===== config.mk =====
export PLATFORM = sky130hd
export DESIGN_NAME = ram_addr_reverse_flat
export DESIGN_NICKNAME = d
export VERILOG_FILES = /design/src/rtl/ram_addr_reverse_if.sv /design/src/rtl/ram_addr_reverse.sv /design/src/flat_wrapper.sv
export SDC_FILE = /design/constraint.sdc
export NUM_CORES = 1
export LEC_CHECK = 0
export BUFFER_PORTS_ARGS = -buffer_cell sky130_fd_sc_hd__buf_4
export CORE_ASPECT_RATIO = 1.1
export CORE_MARGIN = 2
export CORE_UTILIZATION = 54
export CTS_CLUSTER_SIZE = 16
export DETAILED_ROUTE_END_ITERATION = 8
export GPL_TIMING_DRIVEN = 1
export PLACE_DENSITY = 0.84
export SLEW_MARGIN = 10
export SYNTH_ARGS = -nofsm -noshare
export SYNTH_HDL_FRONTEND = slang
export SYNTH_SLANG_ARGS = --single-unit

===== constraint.sdc =====
create_clock -name clock -period 4.4 [get_ports clock]
set_clock_uncertainty 0.05 [all_clocks]
set_input_delay 0.88 -clock clock [delete_from_list [all_inputs] [get_ports clock]]
set_output_delay 0.88 -clock clock [all_outputs]
set_load 0.01 [all_outputs]

===== src/rtl/ram_addr_reverse_if.sv =====
// Request/response bundle between the RAM bus monitor, the address reverse
// mapper and the trap/debug unit.
interface ram_addr_reverse_if #(
  parameter int ADDR_W = 12
);
  logic              req_valid;
  logic              req_ready;
  logic [ADDR_W-1:0] req_phys_addr;
  logic              rsp_valid;
  logic              rsp_ready;
  logic [3:0]        rsp_prog;
  logic [ADDR_W-1:0] rsp_local_addr;
  logic              rsp_os;
  logic              rsp_fault;

  modport master (
    output req_valid, req_phys_addr, rsp_ready,
    input  req_ready, rsp_valid, rsp_prog, rsp_local_addr, rsp_os, rsp_fault
  );

  modport slave (
    input  req_valid, req_phys_addr, rsp_ready,
    output req_ready, rsp_valid, rsp_prog, rsp_local_addr, rsp_os, rsp_fault
  );
endinterface


===== src/rtl/ram_addr_reverse.sv =====
// Reverse RAM offset map: physical address -> (owner program, local address),
// or OS / unmapped fault, with a single-entry response register and fault tally.
module ram_addr_reverse #(
  parameter int ADDR_W    = 12,
  parameter int PAGE_BITS = 8,
  parameter int NUM_PROGS = 10,
  parameter int FCNT_W    = 8
) (
  input  logic                clock,
  input  logic                reset_n,
  ram_addr_reverse_if.slave   bus,
  input  logic                fault_clr,
  output logic [FCNT_W-1:0]   fault_count,
  output logic [ADDR_W-1:0]   last_fault_addr
);

  localparam int PAGE_W = ADDR_W - PAGE_BITS;

  typedef enum logic [0:0] {
    EMPTY = 1'b0,
    FULL  = 1'b1
  } state_e;

  state_e            state_q, state_d;
  logic              accept_s;
  logic              req_ready_s;

  logic [PAGE_W-1:0] page_s;
  logic [3:0]        dec_prog_s;
  logic [ADDR_W-1:0] dec_local_s;
  logic              dec_os_s;
  logic              dec_fault_s;

  logic [3:0]        rsp_prog_q, rsp_prog_d;
  logic [ADDR_W-1:0] rsp_local_q, rsp_local_d;
  logic              rsp_os_q, rsp_os_d;
  logic              rsp_fault_q, rsp_fault_d;
  logic [FCNT_W-1:0] fault_count_q, fault_count_d;
  logic [ADDR_W-1:0] last_fault_q, last_fault_d;

  // Handshake outputs: the response register can take a new result when empty
  // or when it is being drained this same cycle.
  always_comb begin
    req_ready_s = (state_q == EMPTY) || bus.rsp_ready;
    accept_s    = bus.req_valid && req_ready_s;
  end

  // Next-state logic for the one-entry response register.
  always_comb begin
    state_d = state_q;
    case (state_q)
      EMPTY: begin
        if (accept_s) state_d = FULL;
        else          state_d = EMPTY;
      end
      FULL: begin
        if (bus.rsp_ready && !accept_s) state_d = EMPTY;
        else                            state_d = FULL;
      end
      default: state_d = EMPTY;
    endcase
  end

  // Page decode: page 0 is the OS, pages 1..NUM_PROGS map to programs 0..N-1.
  always_comb begin
    page_s      = bus.req_phys_addr[ADDR_W-1:PAGE_BITS];
    dec_os_s    = 1'b0;
    dec_fault_s = 1'b0;
    dec_prog_s  = 4'hF;
    dec_local_s = {ADDR_W{1'b0}};
    if (page_s == {PAGE_W{1'b0}}) begin
      dec_os_s    = 1'b1;
      dec_local_s = bus.req_phys_addr;
    end else if (page_s <= PAGE_W'(NUM_PROGS)) begin
      dec_prog_s  = 4'(page_s - PAGE_W'(1));
      dec_local_s = {{PAGE_W{1'b0}}, bus.req_phys_addr[PAGE_BITS-1:0]};
    end else begin
      dec_fault_s = 1'b1;
    end
  end

  // Response fields load only on accept, so they hold while stalled.
  always_comb begin
    rsp_prog_d  = rsp_prog_q;
    rsp_local_d = rsp_local_q;
    rsp_os_d    = rsp_os_q;
    rsp_fault_d = rsp_fault_q;
    if (accept_s) begin
      rsp_prog_d  = dec_prog_s;
      rsp_local_d = dec_local_s;
      rsp_os_d    = dec_os_s;
      rsp_fault_d = dec_fault_s;
    end else begin
      rsp_prog_d  = rsp_prog_q;
    end
  end

  // Fault tally: a clear coinciding with an accepted fault counts that fault.
  always_comb begin
    fault_count_d = fault_count_q;
    last_fault_d  = last_fault_q;
    if (fault_clr) begin
      if (accept_s && dec_fault_s) begin
        fault_count_d = {{(FCNT_W-1){1'b0}}, 1'b1};
        last_fault_d  = bus.req_phys_addr;
      end else begin
        fault_count_d = {FCNT_W{1'b0}};
        last_fault_d  = {ADDR_W{1'b0}};
      end
    end else if (accept_s && dec_fault_s) begin
      last_fault_d = bus.req_phys_addr;
      if (fault_count_q != {FCNT_W{1'b1}}) begin
        fault_count_d = fault_count_q + {{(FCNT_W-1){1'b0}}, 1'b1};
      end else begin
        fault_count_d = fault_count_q;
      end
    end else begin
      fault_count_d = fault_count_q;
    end
  end

  // State and datapath registers.
  always_ff @(posedge clock or negedge reset_n) begin
    if (!reset_n) begin
      state_q       <= EMPTY;
      rsp_prog_q    <= 4'hF;
      rsp_local_q   <= {ADDR_W{1'b0}};
      rsp_os_q      <= 1'b0;
      rsp_fault_q   <= 1'b0;
      fault_count_q <= {FCNT_W{1'b0}};
      last_fault_q  <= {ADDR_W{1'b0}};
    end else begin
      state_q       <= state_d;
      rsp_prog_q    <= rsp_prog_d;
      rsp_local_q   <= rsp_local_d;
      rsp_os_q      <= rsp_os_d;
      rsp_fault_q   <= rsp_fault_d;
      fault_count_q <= fault_count_d;
      last_fault_q  <= last_fault_d;
    end
  end

  assign bus.req_ready      = req_ready_s;
  assign bus.rsp_valid      = (state_q == FULL);
  assign bus.rsp_prog       = rsp_prog_q;
  assign bus.rsp_local_addr = rsp_local_q;
  assign bus.rsp_os         = rsp_os_q;
  assign bus.rsp_fault      = rsp_fault_q;
  assign fault_count        = fault_count_q;
  assign last_fault_addr    = last_fault_q;

endmodule


===== src/flat_wrapper.sv =====
// flat-port wrapper written by rule: the top's interface ports become plain ports
module ram_addr_reverse_flat 
#(
  parameter int ADDR_W    = 12,
  parameter int PAGE_BITS = 8,
  parameter int NUM_PROGS = 10,
  parameter int FCNT_W    = 8
)
  (clock, reset_n, fault_clr, fault_count, last_fault_addr, bus_req_valid, bus_req_phys_addr, bus_rsp_ready, bus_req_ready, bus_rsp_valid, bus_rsp_prog, bus_rsp_local_addr, bus_rsp_os, bus_rsp_fault);
  ram_addr_reverse_if #(.ADDR_W(ADDR_W)) bus_i ();
  input  logic clock;
  input  logic reset_n;
  input  logic fault_clr;
  output logic [FCNT_W-1:0] fault_count;
  output logic [ADDR_W-1:0] last_fault_addr;
  input wire logic [$bits(bus_i.req_valid)-1:0] bus_req_valid;
  input wire logic [$bits(bus_i.req_phys_addr)-1:0] bus_req_phys_addr;
  input wire logic [$bits(bus_i.rsp_ready)-1:0] bus_rsp_ready;
  output wire logic [$bits(bus_i.req_ready)-1:0] bus_req_ready;
  output wire logic [$bits(bus_i.rsp_valid)-1:0] bus_rsp_valid;
  output wire logic [$bits(bus_i.rsp_prog)-1:0] bus_rsp_prog;
  output wire logic [$bits(bus_i.rsp_local_addr)-1:0] bus_rsp_local_addr;
  output wire logic [$bits(bus_i.rsp_os)-1:0] bus_rsp_os;
  output wire logic [$bits(bus_i.rsp_fault)-1:0] bus_rsp_fault;
  assign bus_i.req_valid = bus_req_valid;
  assign bus_i.req_phys_addr = bus_req_phys_addr;
  assign bus_i.rsp_ready = bus_rsp_ready;
  assign bus_req_ready = bus_i.req_ready;
  assign bus_rsp_valid = bus_i.rsp_valid;
  assign bus_rsp_prog = bus_i.rsp_prog;
  assign bus_rsp_local_addr = bus_i.rsp_local_addr;
  assign bus_rsp_os = bus_i.rsp_os;
  assign bus_rsp_fault = bus_i.rsp_fault;
  ram_addr_reverse #(.ADDR_W(ADDR_W), .PAGE_BITS(PAGE_BITS), .NUM_PROGS(NUM_PROGS), .FCNT_W(FCNT_W)) u_core (.clock(clock), .reset_n(reset_n), .bus(bus_i), .fault_clr(fault_clr), .fault_count(fault_count), .last_fault_addr(last_fault_addr));
endmodule

==> impl_metrics.csv, run 1 <==
group,metric,value,unit
outcome,status,"finished, violations left",
outcome,failed_checks,"design-rule violations",
clock_network,cts.htree.levels,2,
clock_network,cts_resized,0,
synth,synthDistinctLibCells,37,
global_routing,grt_overflow,0,
finish,fin_cells,268,
critical_path,critical-path-slowest-cell,"o21ai_0",
synth,synth.area.top_cells,"dfrtp_1 49%, nand2_1 7.4%, dfstp_2 5.9%, o21ai_0 5.4%, nand2b_1 3.5%",
critical_path,crit_chain,"buf_4, inv_1, ha_1, and2b_1, o21ai_0, and3_1, o21ai_0",
critical_path,critPathKind,"in2reg",
floorplanning,die-area,3750,um^2
synth,synth_area_leader_cell,"dfrtp_1",
floorplanning,die_y,64.1,um
finish,mostFrequentLayoutCells,"56 x buf_4, 35 x nand2_1, 35 x dfrtp_1",
critical_path,cp.arrival,2.65,ns
floorplanning,io_pins,57,
min_path,hp-class,"in2async",
timing,finalCritPeriodShare,54.7,%
floorplanning,die_w,58.6,um
critical_path,cpPeakStageDelay,0.84,ns
drt,vias_per_cell,5.71,
critical_path,crit_path_start,"bus_req_phys_addr[8]",
drt,firstDrtPassIters,6,
critical_path,r2r_start,"u_core.fault_count[0]$_DFFE_PN0P_",
synth,synth_top_area_share,49.5,%
clock_network,clock-root-buffer,"clkbuf_4",
global_routing,grt_max_degree,40,
clock_network,clkTransAtPathRegs,0.13,ns
pwr,power,773,uW
critical_path,cp_max_fo,11,
drt,routed_wl,3960,um
finish,final_nets,253,
clock_network,cts_tree,"done",
drt,wl_per_cell,14.8,um
synth,synthFlopType,"dfrtp_1",
clock_network,post-cts-setup-buffer-count,0,
critical_path,cp-end-kind,"flip-flop",
timing,worst_pin_slew,1.11,ns
timing,finalHoldViolCount,0,
finish,final_common_cell,"buf_4",
global_routing,grt_usage,23.0,%
timing,slew-limit-headroom,25.2,%
synth,ys_seq_elements,39,
timing,layout_min_cycle_time,2.41,ns
synth,syn_area,1770,um^2
synth,syn-instance-count,180,
synth,synth_nets,200,
timing,slew_viol_final,0,
finish,antenna_cells,0,
clock_network,cts_max_path_buffers,2,
place,dp_hpwl,2770,um
floorplanning,fp-row-count,21,
synth,syn_area_per_cell,9.84,um^2
global_routing,grt_pass1_wl,6590,um
job,maxCapViolCount,0,
critical_path,critPathRequiredTime,4.64,ns
critical_path,cp_top_family,"compound AO/OA/AOI/OAI gates",
global_routing,antenna_found_initial,0,
clock_network,numCtsBuffers,5,
place,routabilityCongestion,0.815,
drt,dr_total_vias,1530,
finish,area_growth,27.9,%
synth,ys_seq_area_share,55.4,%
timing,finalSetupViolations,0,
clock_network,cts_hold_buf,0,
finish,final_layout_size_suffix_gt1_share,30.3,%
critical_path,cp_common_cell,"o21ai_0",
timing,rsz0062_at_grt,"no",
place,io_buffers,56,
drt,drtIter0Drc,81,
place,dp_cells,260,
synth,async_flop_share,100,%
global_routing,first_global_vias,1459,
timing,worst_slack,1.99,ns
pwr,ir_worst_vdd,259,uV
synth,ys_warn_count,0,
critical_path,worstSetupStartpointType,"primary input",
pwr,powerDensity,341,nW/um^2
drt,drc,2,
synth,synth-edff-count,0,
pwr,leakagePower,0.00113,uW
floorplanning,initial_utilization,57.1,%
floorplanning,core,3100,um^2
drt,ant_nets,0,
place,pre_cts_ws,1.61,ns
clock_network,clock-sinks,39,
clock_network,clk_latency,0.36,ns
critical_path,path_buf_inv,2,
timing,fmax,0.415,GHz
timing,tns,0,ns
-- metal layers --
layer,wire length (um),up-vias,GRT usage (%)
met2,1900,58,36.0
met1,1720,738,31.2
met3,283,5,4.05
met4,51,0,10.2
li1,-,729,-
met5,0,-,0
-- Yosys cell counts, types with 4 or more instances --
library cell  number
and2_1             4
dfstp_2            4
nand2b_1          10
o21ai_0           19
a21oi_1            4
inv_1              6
nand3_1            9
dfrtp_1           35
nand2_1           35
clkbuf_1           5
buf_2              4
-- cells by family (layout without fill, tap and decap cells) --
group | count (synthesis) | count (layout) | share of synthesized area [%]
compound gates | 34 | 34 | 12.0
mux | 1 | 1 | 0.565
xor+xnor | 1 | 1 | 0.495
buf+inv | 16 | 70 | 4.10
fa+ha+maj | 3 | 3 | 2.12
flops | 39 | 39 | 55.4
simple gates | 86 | 86 | 25.3
-- per-stage QoR --
step,hold WS [ns],cell area (um^2),util (%)
global placement,0.405,2180,70.4
finish,0.417,2260,73.0
global route,0.455,2260,73.0
floorplan,0.433,1770,-
CTS,0.422,2260,73.0
detailed placement,0.409,2180,70.4
-- worst paths after layout --
path                                                       endpoint  slack [ns]  depth (start not counted)
setup / recovery                 u_core.bus.rsp_prog[1]$_DFFE_PN1P_        1.99                          7
hold / removal                    u_core.fault_count[2]$_DFFE_PN0P_        0.42                          1
setup reg to reg                  u_core.fault_count[1]$_DFFE_PN0P_        2.00                          5
hold reg to reg            u_core.bus.rsp_local_addr[7]$_DFFE_PN0P_        0.43                          2
max in group asynchronous        u_core.bus.rsp_prog[0]$_DFFE_PN1P_        3.53                          1
min in group clock         u_core.bus.rsp_local_addr[7]$_DFFE_PN0P_        0.43                          2
-- flip-flops by register name, summed over array words and instances (netlist names) --
| signal | count |
|---|---|
| u_core.bus.rsp_prog | 4 |
| u_core.last_fault_addr | 12 |
| u_core.bus.rsp_os | 1 |
| u_core.bus.rsp_local_addr | 12 |
| u_core.fault_count | 8 |
| u_core.bus.rsp_valid | 1 |
| u_core.bus.rsp_fault | 1 |
-- report_power, final --
part           switching (uW)  internal, uW
combinational            66.1          59.0
clock                     125           120
sequential               16.2           387
-- cell type report --
class	count	area (um^2)
sequential	39	981
fill	242	836
multi-input combinational	125	717
timing repair buffer	56	420
clock inverter	3	43.8
tap	34	42.5
clock buffer	5	37.5
inverter	6	22.5
(Power assumes the default switching activity.)
==> inputs of run 2 (changes only) <==
Settings changed: CORE_UTILIZATION 54 to 50, PLACE_DENSITY 0.84 to 0.79.
Clock period 4.4 ns to 2.3 ns, I/O delays scaled along.
==> run 2 against run 1 <==
  * The run now ends clean
  * First-iteration DRC count is 33% lower
  * Routed wire length shrank 0.58%
  * Largest cell class unchanged
  * Core utilization down 3.4 points
  * Highest routed layer unchanged
==> impl_metrics.csv, run 2 (same netlist as run 1, synthesis figures left out) <==
group,metric,value,unit
finish,final_layout_size_suffix_gt1_share,31.4,%
pwr,leakagePower,0.00116,uW
finish,final_nets,258,
critical_path,cp.arrival,2.13,ns
finish,area_growth,32.2,%
place,dp_hpwl,2800,um
drt,drc,0,
clock_network,clkTransAtPathRegs,0.12,ns
global_routing,grt_pass1_wl,6470,um
place,routabilityCongestion,0.798,
drt,ant_nets,0,
timing,finalSetupViolations,0,
critical_path,r2r-end,"u_core.fault_count[3]$_DFFE_PN0P_",
drt,routed_wl,3930,um
global_routing,top_usage_layer,"met2",
global_routing,gr-usage-met1,29.9,%
global_routing,met2_usage,32.4,%
clock_network,cts_max_path_buffers,2,
critical_path,cp_max_fo,12,
drt,firstDrtPassIters,5,
floorplanning,die_w,60.7,um
pwr,ir_worst_vdd,498,uV
finish,final_common_cell,"buf_4",
timing,fmax,0.527,GHz
clock_network,cts_resized,0,
global_routing,first_global_vias,1385,
floorplanning,io_pins,57,
global_routing,antenna_found_initial,0,
critical_path,rrSetupSlack,0.40,ns
drt,drtIter0Drc,54,
finish,antenna_cells,0,
critical_path,r2r_start,"u_core.fault_count[0]$_DFFE_PN0P_",
place,pre_cts_ws,0.133,ns
floorplanning,core,3360,um^2
pwr,powerDensity,673,nW/um^2
timing,layout_min_cycle_time,1.90,ns
clock_network,numCtsBuffers,5,
floorplanning,initial_utilization,52.7,%
clock_network,cts_tree,"done",
critical_path,critPathKind,"reg2reg",
timing,finalCritPeriodShare,82.4,%
clock_network,post-cts-setup-buffer-count,0,
floorplanning,fp-row-count,22,
critical_path,worstSetupStartpointType,"flip-flop",
timing,tns,0,ns
job,maxCapViolCount,0,
place,io_buffers,56,
clock_network,cts.htree.levels,2,
timing,rsz0062_at_grt,"no",
clock_network,cts_hold_buf,0,
critical_path,cp-end-kind,"flip-flop",
outcome,status,"finished clean",
timing,slew_viol_final,0,
timing,slew-limit-headroom,66.0,%
drt,wl_per_cell,13.7,um
global_routing,grt_usage,21.4,%
clock_network,clock-root-buffer,"clkbuf_4",
drt,vias_per_cell,5.23,
clock_network,clock-sinks,39,
clock_network,clk_latency,0.34,ns
floorplanning,die_y,66.4,um
drt,dr_total_vias,1500,
finish,mostFrequentLayoutCells,"61 x buf_4, 35 x nand2_1, 35 x dfrtp_1",
timing,worst_slack,0.404,ns
min_path,hp-class,"in2async",
global_routing,met3_usage,5.68,%
timing,worst_pin_slew,0.510,ns
critical_path,critPathRequiredTime,2.53,ns
floorplanning,die-area,4030,um^2
critical_path,rr_worst_depth,6,
timing,finalHoldViolCount,0,
global_routing,grt_max_degree,40,
global_routing,grt_overflow,0,
run 2: cell types whose count changed in the layout (fill, tap and decap cells not counted), sizes merged:
cell / previous run / this run
clkbuf: 5 / 6
buf: 56 / 61
bufinv: 1 / 2
clkinv: 2 / 0
run 2: worst max path at each step:
stage / start / endpoint / slack (ns) / depth (start not counted)
floorplan: bus_req_phys_addr[8] / u_core.fault_count[2]$_DFFE_PN0P_ / 0.47 / 7
global placement: bus_req_phys_addr[8] / u_core.fault_count[3]$_DFFE_PN0P_ / 0.16 / 7
detailed placement: bus_req_phys_addr[8] / u_core.fault_count[3]$_DFFE_PN0P_ / 0.13 / 7
CTS: u_core.fault_count[0]$_DFFE_PN0P_ / u_core.fault_count[3]$_DFFE_PN0P_ / 0.41 / 6
global route: u_core.fault_count[0]$_DFFE_PN0P_ / u_core.fault_count[3]$_DFFE_PN0P_ / 0.30 / 6
finish: u_core.fault_count[0]$_DFFE_PN0P_ / u_core.fault_count[3]$_DFFE_PN0P_ / 0.40 / 6
run 2: final cells by class:
class | instances | area [um^2]
Timing Repair Buffer | 61 | 458
Multi-Input combinational cell | 125 | 717
Tap cell | 48 | 60.1
Clock inverter | 2 | 60.1
Fill cell | 292 | 1020
Inverter | 6 | 22.5
Sequential cell | 39 | 981
Clock buffer | 6 | 41.3
run 2: critical path: stages (launching register included):
cell and delay, ns:
dfrtp_1 0.46, ha_1 0.27, nand4_1 0.13, nor3_1 0.09, buf_4 0.18, or4_1 0.50, a21oi_1 0.15
run 2: metrics by stage:
step / utilization, % / instances / cell area [um^2] / hold WS, ns / power [uW]
global placement: 66.7 / 279 / 2240 / 0.402 / 1030
global route: 69.7 / 287 / 2340 / 0.0361 / 1650
detailed placement: 66.7 / 279 / 2240 / 0.405 / 1030
CTS: 69.7 / 287 / 2340 / 0.0220 / 1590
finish: 69.7 / 287 / 2340 / 0.0152 / 1580
floorplan: - / 180 / 1770 / 0.114 / 888
run 2: power breakdown:
part           total [uW]  internal [uW]  switching [uW]
sequential            771            741            29.8
combinational         246            118             128
clock                 559            339             219
run 2: layer usage:
metal  wire (um)  part of all wire, %
met5           0                    0
met4          80                  2.0
met3         207                  5.3
met2        1840                   47
met1        1800                   46
==> inputs of run 3 (changes only) <==
Clock period 2.3 ns to 1.9 ns, I/O delays scaled along.
==> run 3 against run 2 <==
  * Cell count increased by 3.1%
  * Total power increased by 22%
  * Combinational power increased by 29%
  * Via count increased by 5.3%
  * Cell area increased by 3.0%
  * Routed wire length increased by 6.0%
  * Non-clock buffer count increased by 9
  * Flip-flop and latch count unchanged
  * Critical endpoint unchanged
  * Largest cell class unchanged
  * Largest power group unchanged
==> impl_metrics.csv, run 3 (same netlist as run 1, synthesis figures left out) <==
group,metric,value,unit
timing,finalCritPeriodShare,93.1,%
place,io_buffers,56,
global_routing,grt_pass1_wl,6930,um
drt,wl_per_cell,14.1,um
place,routabilityCongestion,0.799,
critical_path,critical-path-slowest-cell,"or4_1",
timing,tns,0,ns
finish,final_common_cell,"buf_4",
global_routing,grt_usage,23.4,%
global_routing,grt_overflow,0,
finish,multi_input_area,717,um^2
finish,mostFrequentLayoutCells,"69 x buf_4, 35 x nand2_1, 35 x dfrtp_1",
place,dp_hpwl,2960,um
min_path,holdPathEnd,"u_core.last_fault_addr[6]$_DFFE_PN0P_",
finish,final_layout_size_suffix_gt1_share,33.5,%
clock_network,clk_latency,0.35,ns
clock_network,cts_tree,"done",
clock_network,clock-root-buffer,"clkbuf_4",
critical_path,cp_max_fo,12,
clock_network,numCtsBuffers,5,
drt,drtIter0Drc,79,
drt,firstDrtPassIters,5,
pwr,powerDensity,799,nW/um^2
min_path,whs_path_depth,3,
timing,fmax,0.566,GHz
floorplanning,core,3360,um^2
pwr,ir_worst_vdd,520,uV
global_routing,first_global_vias,1556,
drt,ant_nets,0,
critical_path,r2r-end,"u_core.fault_count[3]$_DFFE_PN0P_",
critical_path,r2r_start,"u_core.fault_count[0]$_DFFE_PN0P_",
timing,finalSetupViolations,0,
finish,num-fill-cells,290,
global_routing,antenna_found_initial,0,
timing,worst_pin_slew,0.481,ns
floorplanning,die-area,4030,um^2
floorplanning,die_y,66.4,um
critical_path,cp-end-kind,"flip-flop",
critical_path,critPathRequiredTime,2.13,ns
clock_network,cts_max_path_buffers,2,
critical_path,cp.arrival,2.00,ns
pwr,leakagePower,0.00120,uW
critical_path,crit_chain,"ha_1, nand4_1, nor3_1, buf_4, or4_1, a21oi_1",
min_path,hp-class,"in2reg",
timing,slew_viol_final,0,
finish,ff_latch_area,981,um^2
job,maxCapViolCount,0,
finish,final_nets,267,
drt,drc,0,
timing,rsz0062_at_grt,"no",
clock_network,cts.htree.levels,2,
outcome,status,"finished clean",
place,dp_cells,287,
drt,routed_wl,4170,um
timing,slew-limit-headroom,67.9,%
finish,area_growth,36.1,%
floorplanning,initial_utilization,52.7,%
clock_network,clkTransAtPathRegs,0.12,ns
finish,fin_cells,296,
critical_path,worstSetupStartpointType,"flip-flop",
floorplanning,fp-row-count,22,
clock_network,clock-sinks,39,
finish,antenna_cells,0,
floorplanning,die_w,60.7,um
drt,dr_total_vias,1580,
global_routing,grt_max_degree,40,
critical_path,cpPeakStageDelay,0.49,ns
floorplanning,io_pins,57,
timing,layout_min_cycle_time,1.77,ns
critical_path,rrSetupSlack,0.13,ns
critical_path,rr_worst_depth,6,
pwr,power,1930,uW
min_path,holdCritStartpoint,"bus_req_phys_addr[6]",
timing,finalHoldViolCount,0,
drt,vias_per_cell,5.34,
critical_path,critPathKind,"reg2reg",
==> run 3: changes by cell type in the layout (fill, tap and decap cells not counted), sizes merged <==
cell         change
buf              +8
dlygate4sd3      +1
==> run 3: worst max path at each step <==
stage                                           start                                end  cells past startpoint
floorplan                        bus_req_phys_addr[8]  u_core.fault_count[2]$_DFFE_PN0P_                      7
global placement                 bus_req_phys_addr[8]  u_core.fault_count[1]$_DFFE_PN0P_                      8
detailed placement               bus_req_phys_addr[8]  u_core.fault_count[1]$_DFFE_PN0P_                      8
CTS                 u_core.fault_count[0]$_DFFE_PN0P_  u_core.fault_count[3]$_DFFE_PN0P_                      6
global route        u_core.fault_count[0]$_DFFE_PN0P_  u_core.fault_count[3]$_DFFE_PN0P_                      6
finish              u_core.fault_count[0]$_DFFE_PN0P_  u_core.fault_count[3]$_DFFE_PN0P_                      6
==> run 3: metal layers <==
metal,global-route usage (%),vias to the layer above,wire length (um)
met5,0,-,0
li1,-,753,-
met2,37.5,47,2150
met1,29.3,775,1740
met3,7.24,5,237
met4,8.42,0,48
==> run 3: layout make-up <==
type,count,share of cell area [%]
Multi-Input combinational cell,125,29.8
Sequential cell,39,40.7
Inverter,6,0.935
Clock inverter,2,2.49
Tap cell,48,2.49
Clock buffer,6,1.71
Timing Repair Buffer,70,21.9
==> run 3: power breakdown <==
group	internal [uW]	leakage, uW	switching, uW	total, uW
clock	411	0.0000525	268	679
sequential	897	0.000510	33.4	930
combinational	155	0.000640	162	317
==> run 3: through the flow <==
| step | setup WS, ns | utilization [%] | area, um^2 | hold WS (ns) |
|---|---|---|---|---|
| final | 0.132 | 71.8 | 2410 | 0.184 |
| after global routing | 0.0639 | 71.8 | 2410 | 0.168 |
| after CTS | 0.114 | 71.8 | 2410 | 0.171 |
| after detailed placement | -0.00742 | 68.4 | 2300 | 0.330 |
| after global placement | 0.0217 | 68.4 | 2300 | 0.328 |
| after floorplan | 0.151 | - | 1770 | 0.0344 |
==> run 3: what timing repair did <==
action                                 in CTS  in global routing
setup buffers                               0                  0
endpoints found under the hold margin      35                  0
hold buffers                                1                  0
gates resized for setup                     0                  0
==> run 3: worst max-delay path, delay by kind of cell (launching register included) <==
kind	cells	cell delay, ns
adders and majority gates	1	0.24
DFF	1	0.40
AOI/OAI and AO/OA	1	0.14
and+or+nand+nor	3	0.70
buffers and inverters	1	0.17
